$ cat config.mk
export PLATFORM = sky130hd
export DESIGN_NAME = cla6_limb_sequencer
export DESIGN_NICKNAME = d
export VERILOG_FILES = /design/src/rtl/cla_pkg.sv /design/src/rtl/cla6_limb_sequencer.sv
export SDC_FILE = /design/constraint.sdc
export NUM_CORES = 1
export LEC_CHECK = 0
export ABC_AREA = 1
export BUFFER_PORTS_ARGS = -buffer_cell sky130_fd_sc_hd__buf_2
export CORE_ASPECT_RATIO = 1.75
export CORE_MARGIN = 10
export CORE_UTILIZATION = 30
export CTS_BUF_LIST = sky130_fd_sc_hd__clkbuf_8 sky130_fd_sc_hd__clkbuf_16
export DETAILED_ROUTE_END_ITERATION = 12
export SYNTH_ARGS = -nofsm -noshare
export SYNTH_HDL_FRONTEND = slang
export SYNTH_SLANG_ARGS = --single-unit
$ cat constraint.sdc
create_clock -name CLK -period 4.32 [get_ports CLK]
set_input_delay 0.432 -clock CLK [delete_from_list [all_inputs] [get_ports CLK]]
set_output_delay 0.432 -clock CLK [all_outputs]
set_load 0.05 [all_outputs]
$ cat src/rtl/cla_pkg.sv
// Shared definitions for the 6-bit CLA limb sequencer: limb width,
// default CLA latency and the controller state encoding.
package cla_pkg;

  localparam int LIMB_W      = 6;
  localparam int ADD_LAT_DEF = 2;

  typedef enum logic [1:0] {
    IDLE = 2'd0,
    WAIT = 2'd1,
    DONE = 2'd2
  } state_t;

endpackage

$ cat src/rtl/cla6_limb_sequencer.sv
// Multi-precision add controller wrapped around the registered 6-bit CLA.
// A wide operand pair is accepted over valid/ready, issued to the CLA one
// limb at a time (LSB limb first) with the carry chained between limbs,
// and the assembled result is returned over valid/ready.
// Optional feature macro: CLA_SUB_EN adds the req_sub port (A - B).
module cla6_limb_sequencer
  import cla_pkg::*;
#(
  parameter int LIMBS   = 3,
  parameter int ADD_LAT = ADD_LAT_DEF
) (
  input  logic                      CLK,
  input  logic                      CLR_,
  input  logic                      req_valid,
  output logic                      req_ready,
  input  logic [LIMB_W*LIMBS-1:0]   req_a,
  input  logic [LIMB_W*LIMBS-1:0]   req_b,
  input  logic                      req_cin,
`ifdef CLA_SUB_EN
  input  logic                      req_sub,
`endif
  output logic [LIMB_W-1:0]         add_a,
  output logic [LIMB_W-1:0]         add_b,
  output logic                      add_cin,
  input  logic [LIMB_W-1:0]         add_sum,
  input  logic                      add_cout,
  output logic                      rsp_valid,
  input  logic                      rsp_ready,
  output logic [LIMB_W*LIMBS-1:0]   rsp_sum,
  output logic                      rsp_cout,
  output logic                      rsp_ovf
);

  localparam int W     = LIMB_W * LIMBS;
  localparam int CNT_W = $clog2(ADD_LAT + 2);
  localparam int K_W   = $clog2(LIMBS + 1);
  localparam logic [CNT_W-1:0] CNT_LOAD = CNT_W'(ADD_LAT);
  localparam logic [K_W-1:0]   K_LAST   = K_W'(LIMBS - 1);

  state_t              state_r, state_next_s;
  logic [CNT_W-1:0]    cnt_r;
  logic [K_W-1:0]      k_r;
  logic [K_W-1:0]      k_inc_s;
  logic [W-1:0]        a_r, b_r, acc_r;
  logic [W-1:0]        acc_next_s;
  logic [W-1:0]        b_in_s;
  logic [LIMB_W-1:0]   a_limb_s, b_limb_s;
  logic                sub_s, cin0_s;
  logic                accept_s, sample_s, last_s;

`ifdef CLA_SUB_EN
  assign sub_s = req_sub;
`else
  assign sub_s = 1'b0;
`endif

  // Subtraction folds into the add path: invert B once at latch time and force carry-in.
  assign b_in_s = sub_s ? ~req_b : req_b;
  assign cin0_s = sub_s ? 1'b1 : req_cin;
  assign k_inc_s = k_r + 1'b1;

  // Limb select for the next limb to issue, and the accumulator with the current limb merged in.
  always_comb begin
    a_limb_s   = a_r[k_inc_s*LIMB_W +: LIMB_W];
    b_limb_s   = b_r[k_inc_s*LIMB_W +: LIMB_W];
    acc_next_s = acc_r;
    acc_next_s[k_r*LIMB_W +: LIMB_W] = add_sum;
  end

  // Next-state and strobe decode; a limb is sampled when the wait counter has run out.
  always_comb begin
    state_next_s = state_r;
    accept_s     = 1'b0;
    sample_s     = 1'b0;
    last_s       = 1'b0;
    case (state_r)
      IDLE: begin
        if (req_valid && req_ready) begin
          accept_s     = 1'b1;
          state_next_s = WAIT;
        end else begin
          state_next_s = IDLE;
        end
      end
      WAIT: begin
        if (cnt_r == {CNT_W{1'b0}}) begin
          sample_s = 1'b1;
          if (k_r == K_LAST) begin
            last_s       = 1'b1;
            state_next_s = DONE;
          end else begin
            state_next_s = WAIT;
          end
        end else begin
          state_next_s = WAIT;
        end
      end
      DONE: begin
        if (rsp_ready) begin
          state_next_s = IDLE;
        end else begin
          state_next_s = DONE;
        end
      end
      default: begin
        state_next_s = IDLE;
      end
    endcase
  end

  // State register plus handshake flags registered from the next state.
  always_ff @(posedge CLK or negedge CLR_) begin
    if (!CLR_) begin
      state_r   <= IDLE;
      req_ready <= 1'b0;
      rsp_valid <= 1'b0;
    end else begin
      state_r   <= state_next_s;
      req_ready <= (state_next_s == IDLE);
      rsp_valid <= (state_next_s == DONE);
    end
  end

  // Operand latch, limb issue, wait counter and result capture.
  always_ff @(posedge CLK or negedge CLR_) begin
    if (!CLR_) begin
      a_r      <= {W{1'b0}};
      b_r      <= {W{1'b0}};
      acc_r    <= {W{1'b0}};
      k_r      <= {K_W{1'b0}};
      cnt_r    <= {CNT_W{1'b0}};
      add_a    <= {LIMB_W{1'b0}};
      add_b    <= {LIMB_W{1'b0}};
      add_cin  <= 1'b0;
      rsp_sum  <= {W{1'b0}};
      rsp_cout <= 1'b0;
      rsp_ovf  <= 1'b0;
    end else if (accept_s) begin
      a_r     <= req_a;
      b_r     <= b_in_s;
      k_r     <= {K_W{1'b0}};
      cnt_r   <= CNT_LOAD;
      add_a   <= req_a[LIMB_W-1:0];
      add_b   <= b_in_s[LIMB_W-1:0];
      add_cin <= cin0_s;
    end else if (sample_s) begin
      acc_r <= acc_next_s;
      if (last_s) begin
        // Result registers change only here so they hold across the next operation.
        rsp_sum  <= acc_next_s;
        rsp_cout <= add_cout;
        rsp_ovf  <= (a_r[W-1] == b_r[W-1]) && (add_sum[LIMB_W-1] != a_r[W-1]);
      end else begin
        k_r     <= k_inc_s;
        cnt_r   <= CNT_LOAD;
        add_a   <= a_limb_s;
        add_b   <= b_limb_s;
        add_cin <= add_cout;
      end
    end else if (state_r == WAIT) begin
      cnt_r <= cnt_r - 1'b1;
    end
  end

endmodule
==> impl_metrics.env <==
export IMPL_htreeDepth=3
export IMPL_die_h_um=183
export IMPL_routed_wl_mm=12.5
export IMPL_worstSkewPairLatency_ns=0.34
export IMPL_setup_viol=0
export IMPL_power_density_nw_per_um2=844
export IMPL_fp_row_count=59
export IMPL_grt_max_degree=65
export IMPL_ir_drop_uv=420
export IMPL_place_congestion=0.845
export IMPL_syn_inst=596
export IMPL_yosys_warnings=0
export IMPL_track_usage=0.124
export IMPL_power_w=0.00454
export IMPL_power_leakage_nw=3.00
export IMPL_clock_sinks=95
export IMPL_worst_setup_path_type="reg2reg"
export IMPL_viasPerCell=4.55
export IMPL_final_cell_mix="nand2_1, dfrtp_1, buf_2"
export IMPL_worstPathRequired_ns=4.60
export IMPL_tns_ns=0
export IMPL_drt_pass1_iter_count=4
export IMPL_start_util=0.307
export IMPL_post_cts_resized=0
export IMPL_syn_area_per_cell_um2=7.69
export IMPL_drc=0
export IMPL_vias=3886
export IMPL_antenna_found_initial=0
export IMPL_yosysUniqueCellTypes=32
export IMPL_status="complete, no violations"
export IMPL_p_sw_frac=0.495
export IMPL_diodes=0
export IMPL_core_area_um2=14900
export IMPL_timing_fmax_mhz=348
export IMPL_syn_nets=650
export IMPL_nNetsFinal=723
export IMPL_final_common_cell="nand2_1"
export IMPL_final_util=0.361
export IMPL_cts_tree="yes"
export IMPL_place_hpwl_mm=9.34
export IMPL_cts_setup_buffers=0
export IMPL_cts_reportedPaths_clkPinSlew_ns=0.06
export IMPL_hold_viol_final=0
export IMPL_grt_ovfl_total=0
export IMPL_finalClockSkew_ns=0.00449
export IMPL_die_area_um2=20800
export IMPL_io_pins=83
export IMPL_end_kind="flip-flop"
export IMPL_rsz0062_at_grt="false"
export IMPL_synth_edff_count=0
export IMPL_power_share_sequential=0.337
export IMPL_drive_gt1_frac=0.171
export IMPL_drtAntennaViolNets=0
export IMPL_worst_path_max_fanout=17
export IMPL_hold_class="in2async"
export IMPL_cp_start_kind="flip-flop"
export IMPL_post_route_period_util=0.665
export IMPL_crit_arrival_ns=3.16
export IMPL_p_sw_w=0.00224
export IMPL_grt_pass1_vias=4153
export IMPL_power_frac_comb=0.502
export IMPL_synthFlopType="dfrtp_1"
export IMPL_pwr_share_clk=0.161
export IMPL_internal_power_w=0.00229
export IMPL_syn_to_final_growth_pct=17.4
export IMPL_slew_violations=0
export IMPL_cts_buffer_depth=2
export IMPL_synthesis_area_um2=4580
export IMPL_port_buffers=82
export IMPL_dr_first_iter_drc_count=178
export IMPL_fp_dieW_um=113
export IMPL_fin_crit_ns=2.87
export IMPL_numCtsBuffers=9
export IMPL_root_buffer="clkbuf_16"
export IMPL_timing_slew_headroom=0.354
export IMPL_post_drt_wl_per_cell_um=14.7
export IMPL_worstMarginPinSlew_ns=0.965
export IMPL_hold_buffers=0
export IMPL_maxCapViolCount=0
export IMPL_ys_ff_latch=95
export IMPL_synth_async_reset_ratio=1.00
export IMPL_ys_seq_area_frac=0.519
export IMPL_grt_first_pass_wirelength_mm=20.7
-- Yosys cell counts, types with 2 or more instances --
master	instances	area share
dfrtp_1	95	0.52
ha_1	6	0.016
inv_1	32	0.026
nand3_1	31	0.034
a31oi_1	6	0.0082
buf_2	11	0.012
inv_2	4	0.0033
o21ai_1	9	0.0098
nand2_4	2	0.0049
o21ai_0	20	0.022
inv_4	3	0.0041
nor2_1	33	0.027
nor2_2	2	0.0027
nand2_1	293	0.24
buf_4	4	0.0066
o211ai_1	2	0.0033
a21oi_1	20	0.022
nand2_2	3	0.0041
buf_6	2	0.0049
o31ai_1	2	0.0033
clkbuf_1	4	0.0033
o21bai_1	2	0.0033
-- state kept, by name, summed over array words and instances, names as in the netlist --
register,flops
rsp_valid,1
add_a,6
rsp_cout,1
b_r,18
acc_r,18
add_b,6
k_r,2
cnt_r,2
rsp_sum,18
add_cin,1
rsp_ovf,1
state_r,2
a_r,18
req_ready,1
-- layout make-up --
type	count	area (µm²)
clock inverters	3	12.5
clock buffers	11	253
multi-input cells	440	1920
repair buffers	84	428
flip-flops and latches	95	2380
fillers	1640	9530
inverters	39	154
well taps	183	229
-- through the flow --
stage	setup WS, ns	hold slack (ns)	area (µm²)	std cells
6_report	1.45	0.156	5380	855
5_1_grt	1.17	0.229	5380	855
4_1_cts	1.49	0.188	5380	855
3_5_place_dp	1.51	0.461	5110	841
3_3_place_gp	1.59	0.462	5110	841
2_1_floorplan	2.48	0.136	4580	596
-- worst max-delay path, stage by stage (launching register included) --
cell	delay [ns]
dfrtp_1	0.60
inv_1	0.37
ha_1	0.49
nor2_1	0.78
nand3_1	0.20
nor2_1	0.14
nor2_1	0.05
nand2_1	0.07
nand2_1	0.05
nand2_1	0.06
-- final timing paths --
kind,startpoint,end,slack [ns],cells past startpoint
max in group asynchronous,CLR_,rsp_sum[8]$_DFFE_PN0P_,3.19,2
min,CLR_,a_r[15]$_DFFE_PN0P_,0.16,1
max,k_r[0]$_DFFE_PN0P_,rsp_sum[5]$_DFFE_PN0P_,1.45,9
min in group CLK,req_a[9],a_r[9]$_DFFE_PN0P_,0.28,3
min reg2reg,rsp_sum[15]$_DFFE_PN0P_,rsp_sum[15]$_DFFE_PN0P_,0.47,2
max reg2reg,k_r[0]$_DFFE_PN0P_,rsp_sum[5]$_DFFE_PN0P_,1.45,9
-- metal layers --
metal / up-vias / wire length [µm] / GRT usage
li1: 2002 / - / -
met1: 1769 / 5060 / 0.134
met2: 97 / 6740 / 0.225
met3: 18 / 463 / 0.0265
met4: 0 / 263 / 0.0479
met5: - / 0 / 0
-- power groups by stage --
stage | combinational (W) | sequential [W] | clock (W)
floorplan | 0.00130 | 0.00199 | 0
global placement | 0.00230 | 0.00154 | 0
detailed placement | 0.00232 | 0.00154 | 0
CTS | 0.00232 | 0.00153 | 0.000751
global route | 0.00257 | 0.00158 | 0.000788
finish | 0.00228 | 0.00153 | 0.000732
-- cells by family after synthesis --
family,after synthesis,share of synthesized area
and+or+nand+nor,372,0.331
DFF,95,0.519
AOI/OAI and AO/OA,62,0.0729
buffers and inverters,61,0.0612
adders and majority gates,6,0.0164
Power figures use the tool's default switching activity.
